<file path="src/rtl/nios2mypio_mem_arb_pkg.sv">
// Shared widths, FSM state type and master index type for the on-chip RAM arbiter.
package nios2mypio_mem_arb_pkg;

  localparam int ADDR_W = 11;
  localparam int DATA_W = 32;
  localparam int BE_W   = DATA_W / 8;

  typedef enum logic {
    ST_IDLE   = 1'b0,
    ST_LOCKED = 1'b1
  } arb_state_e;

  typedef logic mst_idx_t;

endpackage

</file>
<file path="src/rtl/nios2mypio_rr_arb2.sv">
// Two-master round-robin grant with a bounded lock: the owner keeps exclusive
// eligibility until it drops lock, goes idle unlocked, or the lock budget runs out.
module nios2mypio_rr_arb2
  import nios2mypio_mem_arb_pkg::*;
#(
  parameter int MAX_LOCK = 16
) (
  input  logic     clk,
  input  logic     reset_n,
  input  logic     req0,
  input  logic     req1,
  input  logic     lock0,
  input  logic     lock1,
  output logic     gnt0,
  output logic     gnt1,
  output mst_idx_t win
);

  localparam int CNT_W = (MAX_LOCK > 2) ? $clog2(MAX_LOCK) : 1;
  localparam logic [CNT_W-1:0] CNT_LAST = CNT_W'((MAX_LOCK > 0) ? MAX_LOCK - 1 : 0);
  localparam bit LOCK_EN = (MAX_LOCK != 0);

  arb_state_e       state_q, state_d;
  mst_idx_t         owner_q, owner_d;
  mst_idx_t         rr_ptr_q, rr_ptr_d;
  logic [CNT_W-1:0] lock_cnt_q, lock_cnt_d;

  logic cand0, cand1, accept, win_lock, own_req, own_lock;

  always_comb begin
    cand0    = req0 & ((state_q == ST_IDLE) | (owner_q == 1'b0));
    cand1    = req1 & ((state_q == ST_IDLE) | (owner_q == 1'b1));
    win      = (cand0 & cand1) ? rr_ptr_q : cand1;
    // Nothing is granted while reset is held, so the RAM never sees a strobe.
    accept   = (cand0 | cand1) & reset_n;
    gnt0     = accept & (win == 1'b0);
    gnt1     = accept & (win == 1'b1);
    win_lock = win ? lock1 : lock0;
    own_req  = owner_q ? req1 : req0;
    own_lock = owner_q ? lock1 : lock0;
  end

  always_comb begin
    state_d    = state_q;
    owner_d    = owner_q;
    rr_ptr_d   = rr_ptr_q;
    lock_cnt_d = lock_cnt_q;
    case (state_q)
      ST_IDLE: begin
        if (accept) begin
          rr_ptr_d = ~win;
          if (win_lock && LOCK_EN) begin
            state_d    = ST_LOCKED;
            owner_d    = win;
            lock_cnt_d = '0;
          end
        end
      end
      ST_LOCKED: begin
        lock_cnt_d = lock_cnt_q + CNT_W'(1);
        if ((accept & ~own_lock) | (~own_req & ~own_lock) | (lock_cnt_q == CNT_LAST)) begin
          state_d    = ST_IDLE;
          rr_ptr_d   = ~owner_q;
          lock_cnt_d = '0;
        end
      end
      default: state_d = ST_IDLE;
    endcase
  end

  always_ff @(posedge clk or negedge reset_n) begin
    if (!reset_n) begin
      state_q    <= ST_IDLE;
      owner_q    <= 1'b0;
      rr_ptr_q   <= 1'b0;
      lock_cnt_q <= '0;
    end else begin
      state_q    <= state_d;
      owner_q    <= owner_d;
      rr_ptr_q   <= rr_ptr_d;
      lock_cnt_q <= lock_cnt_d;
    end
  end

endmodule

</file>
<file path="src/rtl/nios2mypio_onchip_mem_arbiter.sv">
// Shares one single-port on-chip RAM between two Avalon-MM masters: winner's pins are
// muxed to the RAM combinationally and read data is routed back one cycle later.
module nios2mypio_onchip_mem_arbiter #(
  parameter  int ADDR_W   = nios2mypio_mem_arb_pkg::ADDR_W,
  parameter  int DATA_W   = nios2mypio_mem_arb_pkg::DATA_W,
  parameter  int MAX_LOCK = 16,
  localparam int BE_W     = DATA_W / 8
) (
  input  logic              clk,
  input  logic              reset_n,
  input  logic [ADDR_W-1:0] m0_address,
  input  logic [BE_W-1:0]   m0_byteenable,
  input  logic              m0_read,
  input  logic              m0_write,
  input  logic [DATA_W-1:0] m0_writedata,
  input  logic              m0_lock,
  output logic              m0_waitrequest,
  output logic [DATA_W-1:0] m0_readdata,
  output logic              m0_readdatavalid,
  input  logic [ADDR_W-1:0] m1_address,
  input  logic [BE_W-1:0]   m1_byteenable,
  input  logic              m1_read,
  input  logic              m1_write,
  input  logic [DATA_W-1:0] m1_writedata,
  input  logic              m1_lock,
  output logic              m1_waitrequest,
  output logic [DATA_W-1:0] m1_readdata,
  output logic              m1_readdatavalid,
  output logic [ADDR_W-1:0] mem_address,
  output logic [BE_W-1:0]   mem_byteenable,
  output logic              mem_chipselect,
  output logic              mem_write,
  output logic [DATA_W-1:0] mem_writedata,
  output logic              mem_clken,
  input  logic [DATA_W-1:0] mem_readdata
);

  import nios2mypio_mem_arb_pkg::*;

  logic     gnt0, gnt1;
  mst_idx_t win;
  logic     rd_v_q, rd_v_d;
  mst_idx_t rd_own_q, rd_own_d;

  nios2mypio_rr_arb2 #(.MAX_LOCK(MAX_LOCK)) u_arb (
    .clk     (clk),
    .reset_n (reset_n),
    .req0    (m0_read | m0_write),
    .req1    (m1_read | m1_write),
    .lock0   (m0_lock),
    .lock1   (m1_lock),
    .gnt0    (gnt0),
    .gnt1    (gnt1),
    .win     (win)
  );

  assign m0_waitrequest = ~gnt0;
  assign m1_waitrequest = ~gnt1;
  assign mem_clken      = reset_n;

  always_comb begin
    mem_address    = '0;
    mem_byteenable = '0;
    mem_chipselect = 1'b0;
    mem_write      = 1'b0;
    mem_writedata  = '0;
    rd_v_d         = 1'b0;
    rd_own_d       = rd_own_q;
    if (gnt0 | gnt1) begin
      mem_chipselect = 1'b1;
      rd_own_d       = win;
      // Read+write together is taken as a write and never returns data.
      if (win == 1'b0) begin
        mem_address    = m0_address;
        mem_byteenable = m0_byteenable;
        mem_write      = m0_write;
        mem_writedata  = m0_writedata;
        rd_v_d         = m0_read & ~m0_write;
      end else begin
        mem_address    = m1_address;
        mem_byteenable = m1_byteenable;
        mem_write      = m1_write;
        mem_writedata  = m1_writedata;
        rd_v_d         = m1_read & ~m1_write;
      end
    end
  end

  always_ff @(posedge clk or negedge reset_n) begin
    if (!reset_n) begin
      rd_v_q   <= 1'b0;
      rd_own_q <= 1'b0;
    end else begin
      rd_v_q   <= rd_v_d;
      rd_own_q <= rd_own_d;
    end
  end

  assign m0_readdatavalid = rd_v_q & (rd_own_q == 1'b0);
  assign m1_readdatavalid = rd_v_q & (rd_own_q == 1'b1);
  assign m0_readdata      = mem_readdata;
  assign m1_readdata      = mem_readdata;

endmodule

</file>
<file path="config.mk">
export PLATFORM = sky130hd
export DESIGN_NAME = nios2mypio_onchip_mem_arbiter
export DESIGN_NICKNAME = d
export VERILOG_FILES = /design/src/rtl/nios2mypio_mem_arb_pkg.sv /design/src/rtl/nios2mypio_rr_arb2.sv /design/src/rtl/nios2mypio_onchip_mem_arbiter.sv
export SDC_FILE = /design/constraint.sdc
export NUM_CORES = 1
export LEC_CHECK = 0
export ABC_CLOCK_PERIOD_IN_PS = 4200
export BUFFER_PORTS_ARGS = -buffer_cell sky130_fd_sc_hd__buf_2
export CAP_MARGIN = 20
export CORE_AREA = 5 5 95 97
export DETAILED_ROUTE_END_ITERATION = 10
export DIE_AREA = 0 0 100 102
export GPL_ROUTABILITY_DRIVEN = 0
export RECOVER_POWER = 25
export SLEW_MARGIN = 20
export SYNTH_ARGS = -nofsm -noshare
export SYNTH_HDL_FRONTEND = slang
export SYNTH_SLANG_ARGS = --single-unit
export TNS_END_PERCENT = 10
</file>
<file path="constraint.sdc">
create_clock -name clk -period 4.2 [get_ports clk]
set_input_delay 0.42 -clock clk [delete_from_list [all_inputs] [get_ports clk]]
set_output_delay 0.42 -clock clk [all_outputs]
set_load 0.03 [all_outputs]
</file>
Word-level counts from Yosys, hierarchy flattened:

Cells that the tools add are included.

* word-level logic and storage cells: 70
* register bits after elaboration: 9
* output and inout port bits: 118
* input port bits: 134

* bitwise operators: 30
* reduce and logical (&&, ||, !) cells: 3
* muxes and demuxes: 26
* equal/unequal tests: 4
* $add $sub $neg: 1

Operator list (number)
* $mux W32: 2
* $mux W11: 2
* $mux W4: 5
* $mux W1: 14
* $and A1 B1 Y1: 12
* $not A1 Y1: 10
* $or A1 B1 Y1: 8
* $pmux W4 S2: 1
* $add A4 B1 Y4 const B: 1
* $eq A4 B4 Y1 const B: 1
* $ne A2 B1 Y1 const B: 2
* $pmux W1 S2: 2
* $reduce_and A2 Y1: 2
* $reduce_and A3 Y1: 1
* $ne A2 B2 Y1 const B: 1

Logic depth before layout (Yosys ltp):

Gate-level depths: netlist of the first run.

* depth in word-level cells: 10
* mapped depth: 8
* mapped depth without buffers: 6

Modules after synthesis:

From an unflattened synthesis of the first run, not the netlist that was laid out.

* cells, all modules: 234
* area total of the unflattened synthesis: 1818.0 um^2

Modules (own cells, without submodules)
* nios2mypio_onchip_mem_arbiter: area each 1338.8 um^2, cells an instance 186, instances 1
* nios2mypio_rr_arb2: area each 479.2 um^2, cells an instance 48, instances 1

Least setup slack after synthesis of the first run:

Ideal clock, no wire load.

* path kind: input-to-output
* start: input m1_read
* end: output mem_address[0]
* cell stages on the path: 5
* arrival time: 1678 ps
* path slack: 2102 ps
* cell sequence: or2_2 > o311a_4 > nor3b_4 > buf_6 > a22o_1

* cells in the longest elaborated chain, start to end: 8
* elaborated cells between the ends (all ways): 12
* classes of those cells: mux: 3; bitwise: 9

Ends and longest elaborated chain
* start, declared: RTL line nios2mypio_onchip_mem_arbiter.sv:22 `input logic m1_read,`
* $or A1 B1 Y1 (*): RTL line nios2mypio_onchip_mem_arbiter.sv:49 `.req1 (m1_read | m1_write),`
* $and A1 B1 Y1 (*): RTL line nios2mypio_rr_arb2.sv:32 `cand1 = req1 & ((state_q == ST_IDLE) | (owner_q == 1'b1));`
* $and A1 B1 Y1: RTL line nios2mypio_rr_arb2.sv:33 `win = (cand0 & cand1) ? rr_ptr_q : cand1;`
* $mux W1: RTL line nios2mypio_rr_arb2.sv:33
* $not A1 Y1: RTL line nios2mypio_rr_arb2.sv:36 `gnt0 = accept & (win == 1'b0);`
* $and A1 B1 Y1: RTL line nios2mypio_rr_arb2.sv:36
* $or A1 B1 Y1: RTL line nios2mypio_onchip_mem_arbiter.sv:69 `if (gnt0 | gnt1) begin`
* $mux W11 (*): RTL line nios2mypio_onchip_mem_arbiter.sv:69
* end, declared: RTL line nios2mypio_onchip_mem_arbiter.sv:29 `output logic [ADDR_W-1:0] mem_address,`

Every way passes the cells marked *; elsewhere a longest branch is shown, timed or not.

Worst setup path in the final report of the first run:

* start: input reset_n
* end: output mem_writedata[8]

* cells in the longest elaborated chain, start to end: 4
* elaborated cells between the ends (all ways): 5
* classes of those cells: mux: 1; bitwise: 4

Ends and longest elaborated chain
* start, declared: RTL line nios2mypio_onchip_mem_arbiter.sv:10 `input logic reset_n,`
* $and A1 B1 Y1 (*): RTL line nios2mypio_rr_arb2.sv:35 `accept = (cand0 | cand1) & reset_n;`
* $and A1 B1 Y1 (on tied branches): RTL line nios2mypio_rr_arb2.sv:36, nios2mypio_rr_arb2.sv:37
* $or A1 B1 Y1 (*): RTL line nios2mypio_onchip_mem_arbiter.sv:69
* $mux W32 (*): RTL line nios2mypio_onchip_mem_arbiter.sv:69
* end, declared: RTL line nios2mypio_onchip_mem_arbiter.sv:33 `output logic [DATA_W-1:0] mem_writedata,`

Marks and branches as above.

==> results of run 1 <==
==> Yosys cell counts, types with 2 or more instances <==
| cell type | count | area (um2) |
|---|---|---|
| o21ai_0 | 6 | 30.0 |
| or2_2 | 2 | 12.5 |
| inv_1 | 5 | 18.8 |
| buf_4 | 65 | 488 |
| nand3_1 | 4 | 20.0 |
| nor2_1 | 4 | 15.0 |
| o211ai_1 | 2 | 15.0 |
| nor2b_1 | 4 | 25.0 |
| nand2b_1 | 2 | 12.5 |
| and2_1 | 2 | 12.5 |
| nand2_1 | 10 | 37.5 |
| buf_6 | 10 | 113 |
| mux2i_1 | 3 | 30.0 |
| a21oi_1 | 4 | 20.0 |
| dfrtp_1 | 9 | 225 |
| nand3b_1 | 2 | 15.0 |
| a22o_1 | 48 | 420 |
==> logic make-up (layout without fill, tap and decap cells) <==
family                   count (synthesis)  after routing  share of synthesized area
buffers and inverters                   82            165                      0.385
flip-flops                               9              9                      0.138
multiplexers                             3              3                     0.0183
AO/OA/AOI/OAI                           65             65                      0.341
AND/OR/NAND/NOR                         33             33                      0.111
adder cells (fa/ha/maj)                  1              1                    0.00764
==> worst paths after layout <==
check / start / to / slack (ns) / cells after the start
worst max register to register: u_arb.owner_q / rd_v_q / 2.06 / 5
worst min-delay path: reset_n / u_arb.lock_cnt_q[1] / 0.22 / 1
worst max-delay path: reset_n / mem_writedata[8] / 0.94 / 6
worst min register to register: u_arb.lock_cnt_q[0] / u_arb.lock_cnt_q[0] / 0.50 / 1
min in group clk: m1_lock / u_arb.owner_q / 0.49 / 3
max in group asynchronous: reset_n / u_arb.owner_q / 3.52 / 1
==> worst max-delay path, cell delays in order <==
cell and delay (ns):
clkbuf_1 0.54, o41ai_4 0.31, nor3b_4 0.92, buf_12 0.25, a22o_1 0.18, buf_2 0.21
==> placed cells by master (no fill, tap or decap), drive strengths merged <==
| cell type | n |
|---|---|
| o31ai | 1 |
| or2 | 2 |
| o41ai | 1 |
| inv | 5 |
| clkbuf | 5 |
| a22oi | 1 |
| ha | 1 |
| a21oi | 4 |
| and2 | 2 |
| nand3b | 2 |
| nor3 | 1 |
| nand3 | 4 |
| o311a | 1 |
| nor2b | 4 |
| a2bb2oi | 1 |
| o21ai | 6 |
| a22o | 48 |
| nor3b | 2 |
| dfrtp | 9 |
| buf | 155 |
| nand2 | 10 |
| nor2 | 4 |
| nand2b | 2 |
| mux2i | 3 |
| o211ai | 2 |
==> registers in the layout (all words and copies together) (netlist names) <==
register,cells
rd_own_q,1
u_arb.lock_cnt_q,4
u_arb.owner_q,1
u_arb.rr_ptr_q,1
rd_v_q,1
u_arb.state_q,1
==> routing by layer <==
layer | track usage | vias up | share of wire
li1 | - | 801 | -
met1 | 0.110 | 742 | 0.36
met2 | 0.164 | 111 | 0.48
met3 | 0.0328 | 14 | 0.14
met4 | 0.0301 | 0 | 0.016
met5 | 0 | - | 0
==> power by group <==
group	internal [mW]	switching, mW	leakage (nW)	total [mW]
logic	0.317	0.581	1.00	0.898
clock network	0.0661	0.0335	0.0228	0.0996
registers	0.118	0.0356	0.117	0.154
total	0.501	0.650	1.14	1.15
==> through the flow <==
| step | utilization | hold slack (ns) | cells | setup WS, ns |
|---|---|---|---|---|
| floorplan | - | 0.124 | 193 | 2.10 |
| global placement | 0.243 | 0.325 | 377 | 1.27 |
| detailed placement | 0.243 | 0.325 | 377 | 1.20 |
| CTS | 0.248 | 0.0771 | 381 | 1.09 |
| global route | 0.248 | 0.286 | 381 | 0.660 |
| finish | 0.248 | 0.221 | 381 | 0.935 |
==> layout make-up <==
cell class	instances	share of cell area
Timing Repair Buffer	156	0.398
Inverter	5	0.00939
Sequential cell	9	0.113
Tap cell	105	0.0657
Clock buffer	4	0.0225
Multi-Input combinational cell	102	0.392
==> flow_summary.toml, run 1 <==
[status]
outcome = "finished clean"

[synth]
syn_inst = 193
synth.cell_area_mm2 = 0.00164
synth-seq-area-share = 0.138
syn_area_per_cell_um2 = 8.48
ys_types = 28
ys.flop_type = "dfrtp_1"
ys_async_sr_fraction = 1.00
syn-num-nets = 328
ys_warn_count = 0
synth-edff-count = 0
ys_ff_latch = 9

[clock_network]
cts_max_level = 1
postCtsHoldBufs = 0
clockBufferDepth = 2
post_cts_buffers = 0
clk-insertion-delay-late_ns = 0.23
cts_buffers = 3
cts_tree = "yes"
cts_resized = 0
cts_root_buffer = "clkbuf_8"
numClockSinks = 9
path_clk_slew_ns = 0.04

[grt]
overflow = 0
grt_max_degree = 51
grt_usage = 0.0948
first_global_vias = 1610
antenna_found_initial = 0
grt_pass1_wl_um = 8020

[floorplanning]
rows = 33
core_area_mm2 = 0.00805
initial_utilization = 0.203
ios = 252
dieHeight_um = 102
die_x_um = 100
dieArea_mm2 = 0.0102

[layout]
area_growth_pct = 22.1
design_area_mm2 = 0.00200
n_fill_cell = 895
multi_input_area_um2 = 783
n_antenna_cell = 0
fin_nets = 412
regArea_um2 = 225
drive_gt1_frac = 0.594

[timing]
clock.fmax_mhz = 306
skew_ns = 0.00213
tns_ns = 0
tightest_slew_ns = 1.07
setup_viol = 0
fin_crit_sh = 0.777
hold_violations = 0
maxSlewViolCount = 0
finalCriticalPeriod_ns = 3.26
maxSlewHeadroom = 0.287
rsz0062_at_grt = "false"

[worst_setup_path]
end_kind = "primary output"
critPathRequiredTime_ns = 3.78
cp_data_arrival_time_ns = 2.84
path_class = "input port to primary output"
cp_max_fo = 26
start_kind = "input port"

[drt]
wl_per_cell_um = 14.5
wirelength_um = 5530
vias = 1668
drcViolationCount = 0
drtIter0Drc = 28
dr.pass1.iters = 4
via_per_inst = 4.38
antenna_left = 0

[power_and_ir_drop]
leakagePower_nw = 1.14
peakVddDrop_mv = 0.195
powerDensity_mw_per_mm2 = 576
finalPower_mw = 1.15

[placed_design]
placed_area_mm2 = 0.00195
dp_hpwl_um = 4610
numPortBuffers = 155

[min_path]
hp-class = "input port to async pin"

[run]
max_cap_violations = 0
(Power assumes the default switching activity.)
==> inputs of run 2 (changes only) <==
- ABC_CLOCK_PERIOD_IN_PS: 4200 -> 3200
- clock period: 4.2 -> 3.2 ns (I/O delays scaled with it)
==> run 2 against run 1 <==
Against the previous run: final cell count up 0.79%; register-to-register slack worse by 0.59 ns; clock-buffer cell count unchanged; core utilization up 0.33 points; critical path type unchanged; largest cell class unchanged; largest power group unchanged; highest routed layer unchanged.
==> flow_summary.toml, run 2 (synthesis gave the netlist of run 1 again) <==
[layout]
layout_commonest_cell = "buf_2"
area_growth_pct = 23.7
regArea_um2 = 225
regMostFlops = "u_arb.lock_cnt_q"
n_antenna_cell = 0
design_area_mm2 = 0.00202
mostFrequentLayoutCells = "buf_2 (155), a22o_1 (48), nand2_1 (10), dfrtp_1 (9), o21ai_0 (6)"
drive_gt1_frac = 0.599
multi_input_area_um2 = 783
n_fill_cell = 881
fin_cells = 384
largest_register_ffs = 4
fin_nets = 415

[drt]
vias = 1653
via_per_inst = 4.30
drcViolationCount = 0
wirelength_um = 5640
drtIter0Drc = 56
dr.pass1.iters = 5
wl_per_cell_um = 14.7
antenna_left = 0

[grt]
overflow = 0
grt_max_degree = 27
first_global_vias = 1581
antenna_found_initial = 0
grt_usage = 0.0942
grt_pass1_wl_um = 7780

[clock_network]
cts_buffers = 3
clk-insertion-delay-late_ns = 0.23
cts_tree = "yes"
post_cts_buffers = 0
cts_max_level = 1
cts_root_buffer = "clkbuf_8"
clockBufferDepth = 2
path_clk_slew_ns = 0.05
cts_resized = 0
numClockSinks = 9

[timing]
setup_viol = 0
fin_crit_sh = 0.817
finalCriticalPeriod_ns = 2.62
tightest_slew_ns = 0.612
hold_violations = 0
rsz0062_at_grt = "false"
holdWs_ns = 0.381
maxSlewHeadroom = 0.591
maxSlewViolCount = 0
tns_ns = 0
skew_ns = 0.00598
clock.fmax_mhz = 382

[floorplanning]
die_x_um = 100
ios = 252
core_area_mm2 = 0.00805
rows = 33
dieHeight_um = 102
initial_utilization = 0.203
dieArea_mm2 = 0.0102

[power_and_ir_drop]
peakVddDrop_mv = 0.314
powerDensity_mw_per_mm2 = 752
leakagePower_nw = 1.16
finalPower_mw = 1.52

[worst_setup_path]
r2r_setup_slack_ns = 1.47
worst_r2r_path_depth = 6
crit_path_frequent_cell = "buf_2"
r2r-end = "rd_v_q"
cp_num_buf_inv = 4
crit_family = "buffers and inverters"
crit_path_end = "mem_write"
crit_path_top_delay_cell = "dlygate4sd3_1"
start_kind = "input port"
cp.depth = 7
cpPeakStageDelay_ns = 0.51
critPathRequiredTime_ns = 2.88
crit_start = "reset_n"
cp_data_arrival_time_ns = 2.30
r2r-start = "u_arb.owner_q"
cp_max_fo = 24
path_cells = "dlygate4sd3_1, buf_2, o41ai_4, nor3b_4, buf_4, a22o_1, buf_2"
end_kind = "primary output"
path_class = "input port to primary output"

[min_path]
whs_path_depth = 3
hp-class = "input port to register"

[placed_design]
dp_hpwl_um = 4690
numPortBuffers = 155
place_inst = 379
placed_area_mm2 = 0.00197

[status]
outcome = "finished clean"

[run]
max_cap_violations = 0
run 2: per-stage QoR:
stage	worst slack, ns	utilization
6_report	0.584	0.251
5_1_grt	0.415	0.251
4_1_cts	0.549	0.251
3_5_place_dp	0.934	0.245
3_3_place_gp	0.968	0.245
2_1_floorplan	1.23	-
run 2: where the power goes:
group | switching, mW | internal (mW) | total [mW] | leakage [nW]
Sequential | 0.0451 | 0.155 | 0.200 | 0.117
Combinational | 0.769 | 0.423 | 1.19 | 1.02
Clock | 0.0443 | 0.0868 | 0.131 | 0.0228
run 2: layer usage:
metal	wire, um	GRT usage	vias up
li1	-	-	807
met1	1990	0.102	725
met2	2690	0.160	105
met3	845	0.0471	16
met4	119	0.0352	0
met5	0	0	-
run 2: tightest hold or removal path, stage by stage:
cell and delay [ns]:
buf_2 0.10, a21oi_1 0.06, nor2_1 0.09
run 2: worst min path at each step:
stage	from	endpoint
2_1_floorplan	reset_n	rd_own_q
3_3_place_gp	reset_n	u_arb.lock_cnt_q[2]
3_5_place_dp	reset_n	u_arb.lock_cnt_q[2]
4_1_cts	m1_lock	u_arb.owner_q
5_1_grt	m1_lock	u_arb.owner_q
6_report	m1_lock	u_arb.owner_q
run 2: layout make-up:
cell class,count,share of cell area
clock buffer,4,0.0222
inverter,5,0.00927
multi-input combinational,102,0.387
sequential,9,0.111
tap,105,0.0649
timing repair buffer,159,0.405
run 2: what timing repair did:
| action | 4_1_cts | 5_1_grt |
|---|---|---|
| hold buffers | 1 | 0 |
| endpoints found under the hold margin | 9 | 0 |
| endpoints found under the setup margin | 0 | 0 |
==> inputs of run 3 (changes only) <==
- ABC_CLOCK_PERIOD_IN_PS: 3200 -> 2500
- clock period: 3.2 -> 2.5 ns (I/O delays scaled with it)
==> run 3 against run 2 <==
Against the previous run: combinational power is 28% higher; worst hold slack worse by 0.060 ns; global-route usage hardly changed; clock-buffer cell count stayed put; worst setup slack worse by 0.41 ns; via count is 1.3% higher; die area stayed put; sequential cell count stayed put; largest power group unchanged; critical path type unchanged; design area is 0.25% higher; routed wire length is 0.44% higher.
==> flow_summary.toml, run 3 (synthesis gave the netlist of run 1 again) <==
[status]
outcome = "finished clean"

[clock_network]
cts_buffers = 3
clockBufferDepth = 2
clk-insertion-delay-late_ns = 0.24
path_clk_slew_ns = 0.05
numClockSinks = 9
cts_root_buffer = "clkbuf_8"
cts_max_level = 1
cts_tree = "yes"

[timing]
finalCriticalPeriod_ns = 2.33
setup_viol = 0
tns_ns = 0
maxSlewViolCount = 0
skew_ns = 0.00232
clock.fmax_mhz = 429
tightest_slew_ns = 0.331
maxSlewHeadroom = 0.773
hold_violations = 0
fin_crit_sh = 0.932
rsz0062_at_grt = "false"

[layout]
mostFrequentLayoutCells = "buf_2 (154), a22o_1 (48), nand2_1 (10), dfrtp_1 (9), o21ai_0 (6)"
fin_nets = 417
drive_gt1_frac = 0.601
layout_commonest_cell = "buf_2"
regMostFlops = "u_arb.lock_cnt_q"
area_growth_pct = 24.0
n_antenna_cell = 0
largest_register_ffs = 4

[worst_setup_path]
start_kind = "input port"
r2r-end = "u_arb.lock_cnt_q[1]"
path_cells = "dlygate4sd3_1, clkbuf_4, o41ai_4, nor3b_4, buf_4, a22o_1, buf_2"
r2r_setup_slack_ns = 0.78
critPathRequiredTime_ns = 2.25
cp_data_arrival_time_ns = 2.08
r2r-start = "u_arb.owner_q"
path_class = "input port to primary output"
crit_family = "buffers and inverters"
end_kind = "primary output"
cpPeakStageDelay_ns = 0.52
worst_r2r_path_depth = 5
crit_path_top_delay_cell = "dlygate4sd3_1"
cp_num_buf_inv = 4
cp_max_fo = 26

[floorplanning]
die_x_um = 100
core_area_mm2 = 0.00805
dieArea_mm2 = 0.0102
rows = 33
dieHeight_um = 102
ios = 252
initial_utilization = 0.203

[placed_design]
numPortBuffers = 155
dp_hpwl_um = 4640

[drt]
drcViolationCount = 0
drtIter0Drc = 20
via_per_inst = 4.34
wl_per_cell_um = 14.7
dr.pass1.iters = 4
vias = 1675
antenna_left = 0
wirelength_um = 5670

[run]
max_cap_violations = 0

[min_path]
hp-class = "input port to register"
hold_end = "u_arb.owner_q"
whs_path_depth = 3
hold_start = "m1_lock"

[grt]
antenna_found_initial = 0
grt_pass1_wl_um = 7920
first_global_vias = 1596
grt_usage = 0.0941
overflow = 0
grt_max_degree = 27

[power_and_ir_drop]
leakagePower_nw = 1.17
peakVddDrop_mv = 0.425
finalPower_mw = 1.95
powerDensity_mw_per_mm2 = 963
run 3: changes by cell type in the layout (fill, tap and decap cells not counted), sizes merged:
cell and change:
clkbuf +1, buf +1
run 3: report_power, final:
| group | internal, mW | switching, mW |
|---|---|---|
| registers | 0.198 | 0.0622 |
| logic | 0.537 | 0.985 |
| clock network | 0.111 | 0.0601 |
| total | 0.846 | 1.11 |
run 3: worst max path at each step:
stage,to,start,cells past startpoint
2_1_floorplan,mem_address[0],u_arb.state_q,4
3_3_place_gp,mem_writedata[10],u_arb.state_q,5
3_5_place_dp,mem_writedata[10],u_arb.state_q,5
4_1_cts,mem_writedata[10],reset_n,7
5_1_grt,mem_writedata[8],reset_n,7
6_report,mem_writedata[10],reset_n,7
run 3: final cells by class:
| class | count | area [um2] |
|---|---|---|
| Multi-Input combinational cell | 102 | 783 |
| Clock buffer | 4 | 45.0 |
| Sequential cell | 9 | 225 |
| Inverter | 5 | 18.8 |
| Fill cell | 886 | 6020 |
| Tap cell | 105 | 131 |
| Timing Repair Buffer | 161 | 826 |
run 3: layer usage:
| metal | vias to the layer above | part of all wire | track usage |
|---|---|---|---|
| met5 | - | 0 | 0 |
| met4 | 0 | 0.020 | 0.0311 |
| met3 | 17 | 0.13 | 0.0314 |
| met2 | 103 | 0.47 | 0.162 |
| met1 | 742 | 0.38 | 0.111 |
| li1 | 813 | - | - |
run 3: through the flow:
stage	area (um2)	instances	hold WS, ns	setup slack [ns]	util
after floorplan	1640	193	-0.0456	0.601	-
after global placement	1970	381	0.155	0.461	0.245
after detailed placement	1970	381	0.155	0.433	0.245
after CTS	2030	386	0.329	0.0522	0.252
after global routing	2030	386	0.344	0.0385	0.252
final	2030	386	0.321	0.170	0.252
run 3: worst register-to-register path, delay by kind of cell, from the launching register on:
family	cells	cell delay [ns]
AOI/OAI and AO/OA	3	0.62
muxes	1	0.35
and+or+nand+nor	1	0.20
DFF	1	0.46
run 3: repair_timing:
| item | in CTS | in global routing |
|---|---|---|
| gates resized for setup | 0 | 1 |
| setup endpoints to repair | 0 | 33 |
| hold endpoints to repair | 9 | 0 |
| hold buffers | 1 | 0 |
| setup buffers | 0 | 0 |
